--- src/rtl/thread_scheduler.sv ---
// ---------------------------------------------------------------------------
// thread_scheduler
//
// Round-robin fetch scheduler for a 5-context barrel pipeline. Each cycle it
// picks the thread whose PC is read for fetch, decides whether that PC is
// advanced (PC+4) or overwritten by a resolved branch target, and tags the
// instruction returned one cycle later with the thread that issued it.
//
// Ports
//   clk             rising-edge clock
//   reset           synchronous, active-high reset
//   stall           global pipeline stall; blocks new fetch issue
//   start_valid/id  activate a thread context (IDs 5-7 ignored)
//   halt_valid/id   deactivate a thread context (IDs 5-7 ignored)
//   redirect_valid  overwrite PC of redirect_id with the branch target
//   sel_read        thread whose PC is driven to fetch (= current thread)
//   sel_write       thread whose PC is written this cycle
//   pc_en           PC repository write enable
//   pc_sel_target   next-PC mux select: 1 = redirect target, 0 = PC+4
//   fetch_valid_q   registered: instruction returned this cycle is valid
//   fetch_thread_q  registered: thread tag for the returned instruction
//   active_q        registered thread-active mask, bit i = thread i
//   idle            no thread is active
//
// Request semantics: start/halt/redirect are single-cycle valid strobes with
// no ready. A strobe is consumed on the rising edge where its valid is high;
// holding valid for N cycles means N requests. There is no backpressure.
// ---------------------------------------------------------------------------
module thread_scheduler #(
  parameter int NUM_THREADS = 5
) (
  input  logic       clk,
  input  logic       reset,
  input  logic       stall,
  input  logic       start_valid,
  input  logic [2:0] start_id,
  input  logic       halt_valid,
  input  logic [2:0] halt_id,
  input  logic       redirect_valid,
  input  logic [2:0] redirect_id,
  output logic [2:0] sel_read,
  output logic [2:0] sel_write,
  output logic       pc_en,
  output logic       pc_sel_target,
  output logic       fetch_valid_q,
  output logic [2:0] fetch_thread_q,
  output logic [4:0] active_q,
  output logic       idle
);

  // Current thread; the scheduler's only sequencing state, visible on sel_read.
  logic [2:0] cur_q, cur_d;
  logic [4:0] active_d;
  logic       fetch_valid_d;
  logic [2:0] fetch_thread_d;

  logic       cur_active;
  logic       issue;
  logic       advance;

  // Decoded one-hot for a thread ID. IDs outside 0-4 decode to zero, which
  // makes out-of-range start/halt requests fall through as no-ops.
  function automatic logic [4:0] id_onehot(input logic [2:0] id);
    logic [4:0] oh;
    case (id)
      3'd0:    oh = 5'b00001;
      3'd1:    oh = 5'b00010;
      3'd2:    oh = 5'b00100;
      3'd3:    oh = 5'b01000;
      3'd4:    oh = 5'b10000;
      default: oh = 5'b00000;
    endcase
    return oh;
  endfunction

  // -------------------------------------------------------------------------
  // Active mask update: set on start first, then clear on halt, so a halt of
  // the same ID in the same cycle wins.
  // -------------------------------------------------------------------------
  always_comb begin
    active_d = active_q;
    if (start_valid) begin
      active_d = active_d | id_onehot(start_id);
    end
    if (halt_valid) begin
      active_d = active_d & ~id_onehot(halt_id);
    end
  end

  // -------------------------------------------------------------------------
  // Issue decision. A redirect owns the PC write port this cycle, so the
  // current thread loses its slot but keeps its place in the rotation.
  // Issue looks at active_q (not active_d): a thread halted in the cycle it
  // is current still completes that issue.
  // -------------------------------------------------------------------------
  assign cur_active = |(active_q & id_onehot(cur_q));
  assign issue      = cur_active & ~stall & ~redirect_valid;
  assign advance    = ~stall & ~redirect_valid;

  // -------------------------------------------------------------------------
  // Round-robin pick: first active thread in active_d searching from cur+1
  // upward with wrap, ending at cur itself. Searching active_d (not active_q)
  // means a freshly started thread is eligible on the very next slot and a
  // freshly halted one is skipped. If no thread is active, cur holds.
  // -------------------------------------------------------------------------
  logic [3:0] cand;
  logic       found;

  always_comb begin
    cur_d = cur_q;
    cand  = '0;
    found = 1'b0;
    if (advance) begin
      for (int k = 1; k <= NUM_THREADS; k++) begin
        cand = {1'b0, cur_q} + 4'(k);
        if (cand >= 4'(NUM_THREADS)) begin
          cand = cand - 4'(NUM_THREADS);
        end
        if (!found && (|(active_d & id_onehot(cand[2:0])))) begin
          cur_d = cand[2:0];
          found = 1'b1;
        end
      end
    end
  end

  // -------------------------------------------------------------------------
  // PC repository control. Redirects are honoured even under stall because
  // they repair architectural state, not fetch bandwidth.
  // -------------------------------------------------------------------------
  always_comb begin
    sel_write     = cur_q;
    pc_en         = issue;
    pc_sel_target = 1'b0;
    if (reset) begin
      sel_write     = '0;
      pc_en         = 1'b0;
      pc_sel_target = 1'b0;
    end else if (redirect_valid) begin
      sel_write     = redirect_id;
      pc_en         = 1'b1;
      pc_sel_target = 1'b1;
    end
  end

  assign sel_read = cur_q;
  assign idle     = (active_q == 5'b00000);

  // Fetch return tag: the instruction read this cycle comes back next cycle.
  // Under stall the returned instruction is frozen, so its tag is held too.
  always_comb begin
    fetch_valid_d  = fetch_valid_q;
    fetch_thread_d = fetch_thread_q;
    if (!stall) begin
      fetch_valid_d  = issue;
      fetch_thread_d = cur_q;
    end
  end

  // -------------------------------------------------------------------------
  // State registers. Reset comes out with only thread 0 active and current,
  // so thread 0 issues in the first cycle after release.
  // -------------------------------------------------------------------------
  always_ff @(posedge clk) begin
    if (reset) begin
      active_q       <= 5'b00001;
      cur_q          <= '0;
      fetch_valid_q  <= 1'b0;
      fetch_thread_q <= '0;
    end else begin
      active_q       <= active_d;
      cur_q          <= cur_d;
      fetch_valid_q  <= fetch_valid_d;
      fetch_thread_q <= fetch_thread_d;
    end
  end

endmodule

--- config.mk ---
export PLATFORM = sky130hd
export DESIGN_NAME = thread_scheduler
export DESIGN_NICKNAME = d
export VERILOG_FILES = /design/src/rtl/thread_scheduler.sv
export SDC_FILE = /design/constraint.sdc
export NUM_CORES = 1
export LEC_CHECK = 0
export ABC_AREA = 1
export BUFFER_PORTS_ARGS = -buffer_cell sky130_fd_sc_hd__buf_2
export CAP_MARGIN = 20
export CORE_MARGIN = 3
export CORE_UTILIZATION = 32
export CTS_CLUSTER_SIZE = 16
export DETAILED_ROUTE_END_ITERATION = 10
export PLACE_DENSITY = 0.59
export SLEW_MARGIN = 0
export SYNTH_ARGS = -nofsm -noshare
export SYNTH_HDL_FRONTEND = slang
export SYNTH_SLANG_ARGS = --single-unit
--- constraint.sdc ---
create_clock -name clk -period 6.5 [get_ports clk]
set_input_delay 0 -clock clk [delete_from_list [all_inputs] [get_ports clk]]
set_output_delay 0 -clock clk [all_outputs]
set_load 0.05 [all_outputs]
==> results.cfg, run 1 <==
[grt]
grt_max_degree = 18
antenna_found_initial = 0
first_global_vias = 1751
grt_use_total = 0.1614
grt_overflow = 0
grt_pass1_wl_um = 8280

[min_path]
holdPathStages = 2
hold_end = sel_read[2]$_SDFFE_PP0P_
hold_start = reset
hold_class = in -> reg

[timing]
max_clock_freq_ghz = 0.2995
fin_crit_sh = 0.5137
fin_tns_setup_ps = 0
final_max_slew_viol_count = 0
fin_worst_skew_ps = 1.908
hold_violations = 0
rsz0062_at_grt = false
slew_headroom = 0.4237
fin_crit_ps = 3339
setup_viol = 0
worstMarginPinSlew_ps = 863.3

[synthesis]
synthesis.nets = 314
synthesis.area_um2 = 1730
synth_area_leader_cell = nand2_1
synthDistinctLibCells = 35
synth_cells = 286
yosys_warnings = 0
syn_avg_cell_area_um2 = 6.050
netlist.area_leader.share = 0.1735
ys_top_cells_by_area = nand2_1 (17%), dfxtp_1 (14%), ha_1 (8.7%)
ys_ff_latch = 12
seq_area_frac_synth = 0.1388

[outcome]
status = finished clean

[floorplanning]
die_y_um = 79.54
start_util = 0.3345
core_um2 = 5172
die_w_um = 79.54
num_rows = 26
die_area_um2 = 6326
num_io_pins = 33

[route]
route.vias.total = 1874
viasPerCell = 4.817
wire_per_inst_um = 12.46
route.detailed.drc = 0
dr.pass1.iters = 4
routed_wl_um = 4846
first_iter_violations = 194
ant_nets = 0

[setup_path]
r2r_end = sel_read[1]$_SDFFE_PP0P_
crit_family = simple AND/OR/NAND/NOR gates
timing.rr.start = sel_read[0]$_SDFFE_PP0P_
critPathBufInv = 1
end_kind = flip-flop
worstSetupPathType = reg -> reg
path_cells = inv_4 -> ha_1 -> fa_1 -> nand2_2 -> nand2_1 -> nand2_2 -> nand2_1 -> nand3_2 -> nand3_1 -> nand2_2 -> nand2_4 -> nor2_8 -> nand2_2 -> or2_0 -> nand3_1 -> a21oi_2
start_kind = flip-flop
worst-endpoint-required_ps = 6640
path_max_fanout = 17
cp.arrival_ps = 3480
cp_common_cell = nand2_2
slowest_stage = dfxtp_1
r2r_slack_ps = 3160
critPathMaxStageDelay_ps = 880
r2r_cells = 16

[clock_network]
hold_buffers = 0
post_cts_buffers = 0
cts_buffers = 3
cts_tree = built
clock_latency_ps = 240
root_buffer = clkbuf_8
cts_resized = 0
cts.sinks = 12
clockBufferDepth = 2
htree_num_levels = 1
path_clk_slew_ps = 60

[finish]
drive_gt1_frac = 0.2320
area_growth_pct = 15.91
final_common_cell = nand2_1
design_area_um2 = 2006
nNetsFinal = 348
multi_input_area_um2 = 1310
seqCellArea_um2 = 240.2
fillers = 554
num_antenna_cells = 0
final_cell_mix = nand2_1 (80), inv_1 (34), nor2_1 (33)

[placement]
placed_area_um2 = 1951
gp_congestion = 0.8983
hpwl_um = 3920
port_buffers = 32

[job]
cap_violations = 0
[registers in the layout, summed over array words and instances, names as in the netlist]
name,count
active_q,5
fetch_thread_q,3
sel_read,3
fetch_valid_q,1
[through the flow]
step	util	std cells	setup slack, ps	hold slack [ps]
after floorplan	-	286	3454	137.8
after detailed placement	0.3771	385	3150	284.5
after global routing	0.3878	389	2859	46.54
after global placement	0.3771	385	3219	285.5
after CTS	0.3878	389	3141	27.07
final	0.3878	389	3161	27.85
[layout make-up]
cell class,instances,share of cell area
Tap cell,70,0.04367
Clock buffer,4,0.02745
Timing Repair Buffer,32,0.07985
Sequential cell,12,0.1198
Multi-Input combinational cell,231,0.6532
Inverter,40,0.07611
[cells in the mapped netlist]
cell type  instances
nand4_1            4
a31oi_1            1
o21ai_0           10
nand2_4            3
nand3_1           26
nand3_2            6
o21ai_1            5
o211ai_1           1
nor2_1            33
nand2_2           10
a21o_1             1
nor2_2             1
o2111ai_1          1
or2_0              1
nand3_4            2
nor2_8             1
nor3_1             6
a2111oi_0          1
fa_1               1
inv_4              1
buf_2              1
nand3b_1           1
inv_2              5
xor2_4             1
buf_6              2
a21oi_2            7
inv_1             34
xor2_1             2
dfxtp_1           12
o21ai_2            1
o22ai_1            1
nand2_1           80
ha_1              12
a21oi_1           11
xnor2_1            1
[per-layer routing]
metal / track usage / vias to the layer above / share of wire / routed length [um]
met2: 0.2696 / 45 / 0.47 / 2257
met5: 0 / - / 0 / 0
met4: 0.02062 / 0 / 0.0017 / 8
li1: - / 986 / - / -
met3: 0.01467 / 2 / 0.046 / 223
met1: 0.2293 / 841 / 0.49 / 2357
[worst max path at each step]
stage	from	endpoint	slack [ps]	cells past startpoint
3_3_place_gp	sel_read[0]$_SDFFE_PP0P_	sel_read[1]$_SDFFE_PP0P_	3220	16
6_report	sel_read[0]$_SDFFE_PP0P_	sel_read[1]$_SDFFE_PP0P_	3160	16
5_1_grt	sel_read[0]$_SDFFE_PP0P_	sel_read[1]$_SDFFE_PP0P_	2860	16
2_1_floorplan	sel_read[0]$_SDFFE_PP0P_	sel_read[1]$_SDFFE_PP0P_	3450	17
3_5_place_dp	sel_read[0]$_SDFFE_PP0P_	sel_read[1]$_SDFFE_PP0P_	3150	16
4_1_cts	sel_read[0]$_SDFFE_PP0P_	sel_read[1]$_SDFFE_PP0P_	3140	16
[cells by family after synthesis]
| logic type | count (synthesis) | share of synthesized area |
|---|---|---|
| AO/OA/AOI/OAI | 40 | 0.1417 |
| adder cells (fa/ha/maj) | 13 | 0.09834 |
| flip-flops | 12 | 0.1388 |
| AND/OR/NAND/NOR | 174 | 0.4859 |
| buffers and inverters | 43 | 0.1041 |
| XOR/XNOR | 4 | 0.03110 |
Power of run 1 is not shown: default switching activity piles up to over one toggle a cycle in this logic, so the estimate is an artifact.
==> run 2: changes to the inputs <==
Settings changed: ABC_AREA 1 to 0.
Clock period 6.5 ns to 3.3 ns, I/O delays scaled along.
==> run 2 against run 1 <==
Net effect: highest routed layer unchanged; maximum frequency grew 5.7%; non-clock buffer count grew 19; flip-flop and latch count is the same; register-to-register slack lost 3000 ps; synthesized cell count shrank 15%; final cell count shrank 8.5%; sequential share of layout area shrank 1.0 points; global-route usage grew 1.9 points; die area grew 6.5%.
==> results.cfg, run 2 <==
[floorplanning]
die_w_um = 82.10
num_io_pins = 33
die_area_um2 = 6740
core_um2 = 5540
die_y_um = 82.10
num_rows = 27
start_util = 0.3345

[route]
route.vias.total = 2028
routed_wl_um = 5856
first_iter_violations = 207
viasPerCell = 5.697
route.detailed.drc = 0
wire_per_inst_um = 16.45
ant_nets = 0
dr.pass1.iters = 4

[synthesis]
synthesis.nets = 271
synthFlopType = dfxtp_1
ys_ff_latch = 12
synth_cells = 243
yosys_warnings = 0
yosysMostFrequentCell = nor2_1
synthAdderAreaFrac = 0.09183
synth_top_family_by_area = compound AO/OA/AOI/OAI gates
yosys-top-cells-count = nor2_1 (24), a21oi_1 (18), nand2_1 (17), o21ai_0 (14)
synthDistinctLibCells = 76
synth_xor_xnor_area_share = 0.02363
async_flop_share = 0
ys_top_cells_by_area = dfxtp_1 (13%), ha_1 (8.1%), a21oi_1 (4.9%)
netlist.area_leader.share = 0.1296
synthesis.area_um2 = 1853
synth_mux_area_frac = 0.04389
synth_area_leader_cell = dfxtp_1
seq_area_frac_synth = 0.1296
synth_edf_count = 0
synth-simple-area-share = 0.2917
synth_compound_area_frac = 0.3565
syn_avg_cell_area_um2 = 7.626

[power_and_ir_drop]
power.density_nw_per_um2 = 1134
p_leak_nw = 0.9365
ir_worst_vdd_mv = 0.7488

[finish]
largest_register = active_q
final_common_cell = buf_2
drive_gt1_frac = 0.2958
largest_reg_flops = 5
fillers = 594
multi_input_area_um2 = 1548
seqCellArea_um2 = 249.0
num_antenna_cells = 0
final_cell_mix = buf_2 (32), nor2_1 (24), buf_4 (19)
nNetsFinal = 313
area_growth_pct = 22.82
stdcell_count = 356

[timing]
slew_headroom = 0.6578
max_clock_freq_ghz = 0.3165
final_max_slew_viol_count = 0
setup_viol = 0
fin_crit_ps = 3159
fin_crit_sh = 0.9574
hold_violations = 0
fin_tns_setup_ps = 0
worstMarginPinSlew_ps = 500.3
hold-worst-slack_ps = 114.1
fin_worst_skew_ps = 2.068

[setup_path]
timing.rr.start = sel_read[1]$_SDFFE_PP0P_
critPathLaunch = sel_read[1]$_SDFFE_PP0P_
end_kind = flip-flop
worst-endpoint-required_ps = 3460
worstSetupPathType = reg -> reg
cp.arrival_ps = 3320
path_max_fanout = 7
r2r_slack_ps = 140
start_kind = flip-flop
r2r_end = sel_read[0]$_SDFFE_PP0P_
r2r_cells = 12
critical_path.endpoint = sel_read[0]$_SDFFE_PP0P_

[placement]
gp_congestion = 0.8497
hpwl_um = 4576
port_buffers = 32
dp.cells = 349

[grt]
first_global_vias = 1808
grt_overflow = 0
grt_use_total = 0.1804
grt_max_degree = 19
antenna_found_initial = 0
grt_pass1_wl_um = 9466

[clock_network]
root_buffer = clkbuf_8
cts_tree = built
cts.sinks = 12
clockBufferDepth = 2
htree_num_levels = 1
clock_latency_ps = 250
cts_buffers = 3
hold_buffers = 0
path_clk_slew_ps = 60

[job]
cap_violations = 0

[min_path]
hold_class = in -> reg

[outcome]
status = finished clean
run 2: cell count changes in the layout (fill, tap and decap cells not counted), sizes merged, moves of 6 or more:
cell	previous run	this run
nand2	93	17
inv	40	9
nand3	34	8
buf	32	51
nor2	35	24
mux2i	0	7
nand2b	0	6
o31ai	0	6
run 2: worst min-delay path by stage:
| stage | start | to | slack, ps | cells past startpoint |
|---|---|---|---|---|
| 5_1_grt | reset | active_q[3]$_SDFF_PP0_ | 130 | 2 |
| 4_1_cts | reset | fetch_valid_q$_SDFFE_PP0N_ | 120 | 2 |
| 3_3_place_gp | reset | fetch_valid_q$_SDFFE_PP0N_ | 370 | 2 |
| 6_report | reset | fetch_valid_q$_SDFFE_PP0N_ | 110 | 2 |
| 2_1_floorplan | reset | sel_read[0]$_SDFFE_PP0P_ | 60 | 1 |
| 3_5_place_dp | reset | fetch_valid_q$_SDFFE_PP0N_ | 380 | 2 |
run 2: critical path, cell delays in order (launching register included):
cell and delay (ps):
dfxtp_4 400, clkinvlp_4 140, buf_4 160, ha_1 330
nand2b_2 240, and3_1 210, or3_1 390, a21oi_4 180
o21bai_4 100, or3_4 400, o31ai_4 220, nand2_1 90
a221oi_2 210
run 2: timing repair:
item / in CTS / in global routing
endpoints found under the hold margin: 0 / 0
resized for setup: 0 / 7
buffers inserted: 0 / 3
endpoints found under the setup margin: 0 / 3
run 2: cells by family (layout without fill, tap and decap cells):
kind of cell	after synthesis	after routing
simple gates	95	95
buf+inv	24	65
mux	8	8
fa+ha+maj	13	13
compound gates	86	86
flops	12	12
xor+xnor	5	5
run 2: where the power goes:
group          internal, mW  leakage [nW]  switching (mW)
registers             0.174        0.0995          0.0293
clock network        0.0825        0.0231          0.0630
logic                 0.925         0.814            1.31
total                  1.18         0.937            1.40
run 2: layer usage:
| layer | part of all wire | routed length (um) | up-vias | GRT usage |
|---|---|---|---|---|
| met2 | 0.45 | 2630 | 80 | 0.2779 |
| met1 | 0.47 | 2779 | 922 | 0.2619 |
| met4 | 0.0072 | 42 | 0 | 0.03488 |
| li1 | - | - | 1022 | - |
| met5 | 0 | 0 | - | 0 |
| met3 | 0.069 | 402 | 4 | 0.03254 |
run 2: final cells by class:
cell class / instances / share of cell area
clock buffer: 3 / 0.01814
clock inverter: 1 / 0.001649
inverter: 10 / 0.01814
multi-input combinational: 207 / 0.6800
sequential: 12 / 0.1094
tap: 72 / 0.03958
timing repair buffer: 51 / 0.1330
run 2: stage by stage:
step | power [mW] | setup slack [ps] | utilization | area, um^2
global route | 2.815 | -2.416 | 0.4108 | 2276
global placement | 2.290 | 59.89 | 0.3925 | 2175
floorplan | 1.837 | 33.70 | - | 1888
finish | 2.581 | 140.7 | 0.4108 | 2276
CTS | 2.455 | 8.870 | 0.4006 | 2220
detailed placement | 2.298 | 26.99 | 0.3925 | 2175
(Power assumes the default switching activity.)
==> run 3: changes to the inputs <==
Settings changed: CORE_UTILIZATION 32 to 57, PLACE_DENSITY 0.59 to 0.89.
==> run 3 against run 2 <==
Net effect: sequential share of layout area is 0.23 points higher; setup slack better by 8.1 ps; clock-buffer cell count is 1 higher; via count is 7.1% higher; clock power is 28% lower; worst hold slack worse by 39 ps; register-to-register slack hardly changed; non-clock buffer count is 1 higher; highest routed layer unchanged; die area is 41% lower; maximum frequency is 0.26% higher.
==> results.cfg, run 3 (synthesis gave the netlist of run 2 again) <==
[outcome]
status = finished clean

[timing]
fin_crit_ps = 3151
setup_viol = 0
final_max_slew_viol_count = 0
fin_worst_skew_ps = 2.868
max_clock_freq_ghz = 0.3173
fin_crit_sh = 0.9549
slew_headroom = 0.6243
hold_violations = 0
worstMarginPinSlew_ps = 556.0
setup_slack_ps = 148.8

[finish]
num_antenna_cells = 0
final_common_cell = buf_2
drive_gt1_frac = 0.3018
final_cell_mix = buf_2 (32), nor2_1 (24), buf_4 (20)
area_growth_pct = 20.26
largest_reg_flops = 5
nNetsFinal = 314
largest_register = active_q

[power_and_ir_drop]
p_leak_nw = 0.9366
power_mw = 2.550
ir_worst_vdd_mv = 0.8871
power.density_nw_per_um2 = 1144

[setup_path]
r2r_slack_ps = 150
timing.rr.start = sel_read[0]$_SDFFE_PP0P_
start_kind = flip-flop
critical_path.endpoint = sel_read[0]$_SDFFE_PP0P_
worstSetupPathType = reg -> reg
path_max_fanout = 9
worst-endpoint-required_ps = 3500
r2r_cells = 11
path_cells = inv_2 -> ha_4 -> fa_1 -> and3_1 -> or3_1 -> a21oi_2 -> o21bai_4 -> or3_4 -> o31ai_4 -> nand2_1 -> a221oi_2
slowest_stage = fa_1
end_kind = flip-flop
critPathLaunch = sel_read[0]$_SDFFE_PP0P_
cp.arrival_ps = 3350
critPathMaxStageDelay_ps = 510
r2r_end = sel_read[0]$_SDFFE_PP0P_

[floorplanning]
core_um2 = 3078
die_area_um2 = 3971
start_util = 0.6020
die_y_um = 63.02
num_io_pins = 33
num_rows = 20
die_w_um = 63.02

[route]
ant_nets = 0
routed_wl_um = 5751
viasPerCell = 6.605
dr.pass1.iters = 5
route.vias.total = 2173
first_iter_violations = 237
route.detailed.drc = 0
wire_per_inst_um = 17.48

[grt]
grt_overflow = 0
first_global_vias = 1909
grt_max_degree = 19
grt_pass1_wl_um = 9211
grt_use_total = 0.2893
antenna_found_initial = 0

[clock_network]
cts.sinks = 12
hold_buffers = 0
clockBufferDepth = 2
path_clk_slew_ps = 80
cts_tree = built
clock_latency_ps = 280
root_buffer = clkbuf_4
htree_num_levels = 1
cts_buffers = 3

[placement]
pre_cts_ws_ps = -2.331
gp_congestion = 1.023
port_buffers = 32
hpwl_um = 4285

[min_path]
hold_class = in -> reg

[job]
cap_violations = 0
==> run 3: what timing repair did <==
action / 4_1_cts / 5_1_grt
setup buffers: 0 / 4
setup endpoints to repair: 1 / 3
gates cloned: 0 / 0
resized for setup: 1 / 7
==> run 3: critical path, delay by kind of cell, from the launching register on <==
kind                     cells  cell delay [ps]
AO/OA/AOI/OAI                4              770
flip-flops                   1              400
buffers and inverters        1              110
adder cells (fa/ha/maj)      2              690
AND/OR/NAND/NOR              4             1090
==> run 3: worst min-delay path by stage <==
stage                     start  slack (ps)                        endpoint  depth (start not counted)
final                     reset          80  fetch_thread_q[2]$_SDFFE_PP0N_                          2
after floorplan           reset          60        sel_read[0]$_SDFFE_PP0P_                          1
after global placement    reset         360  fetch_thread_q[0]$_SDFFE_PP0N_                          2
after global routing      reset         100          active_q[3]$_SDFF_PP0_                          2
after detailed placement  reset         370          active_q[3]$_SDFF_PP0_                          2
after CTS                 reset          70  fetch_thread_q[2]$_SDFFE_PP0N_                          2
==> run 3: per-layer routing <==
metal | part of all wire | vias to the layer above | global-route usage
met2 | 0.46 | 141 | 0.4585
met3 | 0.092 | 23 | 0.06295
met4 | 0.031 | 0 | 0.1129
met5 | 0 | - | 0
met1 | 0.41 | 994 | 0.3792
li1 | - | 1015 | -
==> run 3: power by group <==
group	total [mW]	internal [mW]	leakage (nW)	switching, mW
sequential	0.203	0.174	0.0995	0.0296
clock	0.104	0.0470	0.0150	0.0567
combinational	2.24	0.930	0.822	1.31
==> run 3: final cells by class <==
cell class	instances	area, um^2
Multi-Input combinational cell	207	1546
Fill cell	236	849.6
Timing Repair Buffer	52	310.3
Sequential cell	12	249.0
Tap cell	44	55.05
Inverter	10	41.29
Clock buffer	4	26.28
==> run 3: through the flow <==
step	util	cell area (um^2)	hold slack (ps)	TNS, ps	cells
floorplan	-	1888	57.02	0	243
global placement	0.6951	2140	359.1	0	321
global route	0.7240	2228	103.7	-1.513	329
finish	0.7240	2228	75.10	0	329
detailed placement	0.6951	2140	366.6	-2.331	321
CTS	0.7049	2170	71.79	0	325
